**config.mk**
```make
export PLATFORM = sky130hd
export DESIGN_NAME = wide_add_sequencer
export DESIGN_NICKNAME = d
export VERILOG_FILES = /design/src/rtl/wide_add_sequencer.sv
export SDC_FILE = /design/constraint.sdc
export NUM_CORES = 1
export LEC_CHECK = 0
export ABC_AREA = 1
export ABC_CLOCK_PERIOD_IN_PS = 19900
export CORE_AREA = 10 10 154 156
export CTS_CLUSTER_SIZE = 14
export DETAILED_ROUTE_END_ITERATION = 10
export DIE_AREA = 0 0 164 166
export GPL_ROUTABILITY_DRIVEN = 0
export PLACE_DENSITY = 0.85
export SYNTH_ARGS = -nofsm -noshare
export SYNTH_HDL_FRONTEND = slang
export SYNTH_SLANG_ARGS = --single-unit
export TNS_END_PERCENT = 10
```
**constraint.sdc**
```tcl
create_clock -name clk -period 19.9 [get_ports clk]
set_input_delay 1.99 -clock clk [delete_from_list [all_inputs] [get_ports clk]]
set_output_delay 1.99 -clock clk [all_outputs]
set_load 0.005 [all_outputs]
```
**src/rtl/wide_add_sequencer.sv**
```systemverilog
// Slices a WIDTH-bit add into SLICE-bit steps through an external registered adder, chaining carries.
// Optional signed-overflow output enabled with `define WIDE_ADD_OVF_EN.
module wide_add_sequencer #(
   parameter int WIDTH   = 64,
   parameter int SLICE   = 16,
   parameter int ADD_LAT = 2
) (
   input  logic             clk,
   input  logic             rst,
   input  logic             start,
   input  logic [WIDTH-1:0] op_a,
   input  logic [WIDTH-1:0] op_b,
   input  logic             op_cin,
   output logic             busy,
   output logic             done,
   output logic [WIDTH-1:0] result,
   output logic             result_cout,
`ifdef WIDE_ADD_OVF_EN
   output logic             ovf,
`endif
   output logic [SLICE-1:0] add_a,
   output logic [SLICE-1:0] add_b,
   output logic             add_cin,
   input  logic [SLICE-1:0] add_sum,
   input  logic             add_cout
);

   localparam int NSLICE = WIDTH / SLICE;
   localparam int IW     = (NSLICE > 1) ? $clog2(NSLICE) : 1;
   localparam int CW     = (ADD_LAT > 0) ? $clog2(ADD_LAT + 1) : 1;

   typedef enum logic [1:0] {IDLE, WAIT, DONE} state_t;

   state_t           state;
   logic [WIDTH-1:0] a_q, b_q;
   logic [IW-1:0]    idx;
   logic [CW-1:0]    cnt;
   logic [IW-1:0]    nxt;

   assign nxt = idx + IW'(1);

   always_ff @(posedge clk or posedge rst) begin
      if (rst) begin
         state       <= IDLE;
         a_q         <= '0;
         b_q         <= '0;
         idx         <= '0;
         cnt         <= '0;
         busy        <= 1'b0;
         done        <= 1'b0;
         result      <= '0;
         result_cout <= 1'b0;
`ifdef WIDE_ADD_OVF_EN
         ovf         <= 1'b0;
`endif
         add_a       <= '0;
         add_b       <= '0;
         add_cin     <= 1'b0;
      end else begin
         case (state)
            IDLE: begin
               if (start) begin
                  a_q         <= op_a;
                  b_q         <= op_b;
                  idx         <= '0;
                  cnt         <= '0;
                  add_a       <= op_a[SLICE-1:0];
                  add_b       <= op_b[SLICE-1:0];
                  add_cin     <= op_cin;
                  result      <= '0;
                  result_cout <= 1'b0;
`ifdef WIDE_ADD_OVF_EN
                  ovf         <= 1'b0;
`endif
                  busy        <= 1'b1;
                  state       <= WAIT;
               end
            end
            WAIT: begin
               cnt <= cnt + CW'(1);
               // add_sum reflects the current slice once ADD_LAT edges have passed since it was driven
               if (cnt == CW'(ADD_LAT)) begin
                  result[int'(idx)*SLICE +: SLICE] <= add_sum;
                  if (idx != IW'(NSLICE - 1)) begin
                     idx     <= nxt;
                     cnt     <= '0;
                     add_a   <= a_q[int'(nxt)*SLICE +: SLICE];
                     add_b   <= b_q[int'(nxt)*SLICE +: SLICE];
                     add_cin <= add_cout;
                  end else begin
                     result_cout <= add_cout;
`ifdef WIDE_ADD_OVF_EN
                     // carry into the MSB is a^b^sum at that bit
                     ovf <= a_q[WIDTH-1] ^ b_q[WIDTH-1] ^ add_sum[SLICE-1] ^ add_cout;
`endif
                     done  <= 1'b1;
                     state <= DONE;
                  end
               end
            end
            DONE: begin
               done  <= 1'b0;
               busy  <= 1'b0;
               state <= IDLE;
            end
            default: state <= IDLE;
         endcase
      end
   end

endmodule

```
After elaboration in Yosys (flattened, before gate mapping):

Index checks and enable logic that the tools add are counted.

* $add $sub $neg: 3
* equal/unequal tests: 8
* shift operators: 4
* multiplexer cells: 36
* reduce and logical (&&, ||, !) cells: 12

Operator list (number)
* 64-bit 2-to-1 mux: 2
* 64-bit case mux with 2 select lines: 1
* 64-bit by 7-bit indexed part select with 16-bit output: 2
* 16-bit 2-to-1 mux: 6
* 64-bit bitwise mux: 1
* 16-bit case mux with 2 select lines: 2
* 16-bit by 33-bit variable shift with 64-bit output, first input constant: 1
* 16-bit by 33-bit indexed part select with 64-bit output: 1
* 6-bit negator with 33-bit output: 1
* 2-bit 2-to-1 mux: 8
* 2-bit case mux with 2 select lines: 3
* 2-bit inequality test, second input constant: 5
* 1-bit 2-to-1 mux: 9
* 3-bit AND reduction: 3
* 1-bit case mux with 2 select lines: 4
* 4-bit AND reduction: 2
* 2-bit AND reduction: 3
* 2-bit nonzero test: 3
* 2-bit by 1-bit adder with 2-bit output, second input constant: 2
* 2-bit equality test, second input constant: 2
* 2-bit by 1-bit equality test with 1-bit output, second input constant: 1
* 2-bit zero test: 1

* bits in registers: 234
* input bits: 149
* output and inout port bits: 100
* word-level logic and storage cells: 75

Depth between registers and ports, before layout:

* depth in word-level cells: 5
* depth in mapped cells: 12

Worst setup path before layout:

No wires, ideal clock.

* path kind: in2reg
* start point: input start
* end point: register result[0]
* arrival time: 2.800 ns
* data required time: 19.834 ns
* setup slack: 17.034 ns
* stages: 6
* cells stage by stage: o21ai_1 > a21oi_4 > buf_2 > buf_4 > nand3_1 > nand2_1

* longest elaborated chain between the ends: 2

RTL lines
* from (decl): line 10 `input logic start,`
* 2-bit inequality test (no line)
* 3-bit AND reduction (no line)
* to (signal, indexed assignment): line 83 `result[int'(idx)*SLICE +: SLICE] <= add_sum;`
* to (decl): line 16 `output logic [WIDTH-1:0] result,`

No other way between the ends.
A chain may end at the register's enable or synchronous reset.

Final worst setup path:

* start point: register idx[0]
* end point: register result[41]

* longest elaborated chain between the ends: 5
* elaborated cells on any way between the ends: 6
* those cells by class: add/sub (1); shift (2); mux (3)

RTL lines
* from (decl): line 36 `logic [IW-1:0] idx;`
* from (signal assigned): line 85 `idx <= nxt;`
* 6-bit negator with 33-bit output *: line 83
* 16-bit by 33-bit indexed part select with 64-bit output or 16-bit by 33-bit variable shift with 64-bit output (tied branches): line 83
* 64-bit bitwise mux *: line 83
* 64-bit 2-to-1 mux *: line 82 `if (cnt == CW'(ADD_LAT)) begin`
* 64-bit case mux with 2 select lines *: line 60 `case (state)`

Every way passes the cells marked *; elsewhere a longest branch is shown, timed or not. The select of a mux whose other input is x is not followed.

==> results.ini <==
[hold_path]
hold_path_class = flip-flop to flip-flop

[routing]
via_per_inst = 5.34
totalWireLength_um = 33600
ant_nets = 0
vias = 10480
post_drt_wl_per_cell_um = 17.1
dr.pass1.iters = 5
drcViolationCount = 0
dr.first_iter.drc_count = 1184

[setup_path]
critical_path.max_fanout = 101
cp-startpoint = idx[0]
worst_ep_arrival_time_ps = 4780
cp_cell_sequence = inv_2 -> buf_4 -> ha_2 -> nand3_1 -> nor3_1 -> nand2_1 -> nand2_1
critPathMostFrequentCell = nand2_1
cp-start-kind = flip-flop
r2r_cells = 7
critPathKind = flip-flop to flip-flop
critPathMaxStageDelay_ps = 1270
r2r_slack_ps = 15560
cpMaxStageDelayCell = ha_2
critPathRequiredTime_ps = 20340
crit_end = result[41]
crit_path_end_kind = flip-flop
r2r_end = result[41]
r2r_start = idx[0]

[global_route]
grt_max_degree = 144
grt_pass1_vias = 10448
overflow = 0
track_usage_pct = 24.4
grt_pass1_wl_um = 54700
antenna_found_initial = 7

[timing]
fin_crit_ps = 4340
rsz0062_at_grt = no
finClkSkew_ps = 15.5
fin_hold_ws_ps = 471
setup_tns_ps = 0
timing.fmax_mhz = 231
max_slew_margin_pct = 19.0
worst_pin_slew_ps = 1210
setup_viol = 0
fin_crit_sh_pct = 21.8
drv_slew = 0
timing.final.hold_violations = 0

[power]
p_per_area_nw_per_um2 = 168
ir_worst_vdd_mv = 0.116
leakage_nw = 7.13

[logic_synthesis]
ys_types = 22
synth.most_common_cell = nand2_1
netlist_top_cells_area = dfrtp_1 (53%), nand2_1 (18%), nand3_1 (8.2%)
synth.ff_latch_count = 234
syn_area_um2 = 11100
ys_top_cells_by_count = nand2_1 (531), dfrtp_1 (234), nand3_1 (183), inv_1 (141), o21ai_0 (119)
async_flop_share_pct = 100
synth_edf_count = 0
synthesis.nets = 1629
syn_inst = 1474
synth_seq_area_share_pct = 52.5
avgSynthCellArea_um2 = 7.56
synth_top_area_share_pct = 52.5
ys.flop_type = dfrtp_1
yosysWarnings = 0
yosysTopAreaCell = dfrtp_1

[placed_design]
hpwl_um = 22200
port_buffers = 248

[floorplanning]
dieArea_um2 = 27200
pin_count = 249
die_x_um = 164
die_h_um = 166
coreArea_um2 = 20700
std_cell_rows = 53
initial_utilization_pct = 53.9

[clock_tree]
clock_sinks = 234
clock_latency_ps = 520
cts_tree = yes
ctsResizeCount = 0
clockBufferDepth = 3
clk_pin_slew_worst_paths_ps = 60
htreeDepth = 1
tritoncts.num_buffers = 25
clock-root-buffer = clkbuf_16
post_cts_buffers = 0
hold_buffers = 0

[layout]
drive_above_1_share_pct = 4.75
syn2layout_area_growth_pct = 29.8
layout.nets = 1819

[job]
drv_cap = 0

[outcome]
status = finished, final reports clean

-- metal layers --
metal | share of wire (%) | vias up | track usage [%]
met4 | 3.5 | 2 | 10.0
li1 | - | 4970 | -
met1 | 41 | 4965 | 32.5
met2 | 47 | 469 | 37.9
met5 | 0.039 | - | 0
met3 | 8.6 | 74 | 5.01
-- cells by family (layout without fill, tap and decap cells) --
kind of cell	Yosys count	after routing	share of synthesized area [%]
AO/OA/AOI/OAI	126	126	5.78
AND/OR/NAND/NOR	872	872	32.4
flip-flops	234	234	52.5
buffers and inverters	236	445	8.59
other	0	6	0
adder cells (fa/ha/maj)	6	6	0.674
-- state kept, by name, indices dropped and copies added, names as in the netlist --
name / cells
cnt: 2
busy: 1
add_a: 16
b_q: 64
add_b: 16
add_cin: 1
done: 1
result: 64
a_q: 64
result_cout: 1
state: 2
idx: 2
-- cells in the final DEF (no fill, tap or decap), drive strengths merged --
| cell type | synthesis | final |
|---|---|---|
| a21oi | 3 | 3 |
| buf | 52 | 8 |
| bufinv | 0 | 1 |
| clkbuf | 41 | 39 |
| clkdlybuf4s50 | 0 | 248 |
| clkinv | 1 | 6 |
| dfrtp | 234 | 234 |
| diode | 0 | 6 |
| ha | 6 | 6 |
| inv | 142 | 143 |
| nand2 | 536 | 536 |
| nand3 | 183 | 183 |
| nand4 | 1 | 1 |
| nor2 | 101 | 101 |
| nor3 | 32 | 32 |
| o21ai | 121 | 121 |
| o22ai | 2 | 2 |
| or2 | 19 | 19 |
-- critical path: cells and delay by family, from the launching register on --
kind,cells,cell delay [ps]
adder cells (fa/ha/maj),1,1270
buffers and inverters,2,440
flip-flops,1,1150
AND/OR/NAND/NOR,4,1360
-- worst min path at each step --
stage               depth (start not counted)  slack, ps       start    endpoint
detailed placement                          2        460  result[32]  result[32]
global placement                            2        450  result[10]  result[10]
CTS                                         2        470  result[32]  result[32]
global route                                2        490     b_q[16]     b_q[16]
finish                                      2        470  result[21]  result[21]
floorplan                                   2        440     b_q[16]     b_q[16]
-- power breakdown --
group	internal (mW)	switching, mW	leakage [nW]	total [mW]
Sequential	0.708	0.131	2.93	0.839
Clock	0.271	0.189	0.405	0.460
Combinational	0.450	0.687	3.80	1.14
Total	1.43	1.01	7.13	2.44
-- final cells by class --
cell class,count,area [um^2]
fillers,1661,6220
flip-flops and latches,234,5860
multi-input cells,1004,4340
repair buffers,256,2540
clock buffers,39,748
inverters,143,549
well taps,275,344
clock inverters,7,67.6
diodes,6,15.0
-- per-stage QoR --
| stage | utilization (%) | power (mW) | setup WS (ps) | instances | area, um^2 |
|---|---|---|---|---|---|
| 3_5_place_dp | 65.9 | 1.97 | 15090 | 1912 | 13600 |
| 6_report | 69.9 | 2.44 | 15560 | 1964 | 14500 |
| 2_1_floorplan | - | 1.54 | 11490 | 1474 | 11100 |
| 3_3_place_gp | 65.9 | 1.92 | 15250 | 1912 | 13600 |
| 5_1_grt | 69.9 | 2.63 | 15200 | 1964 | 14500 |
| 4_1_cts | 69.8 | 2.44 | 15600 | 1958 | 14500 |
Power figures use the tool's default switching activity.
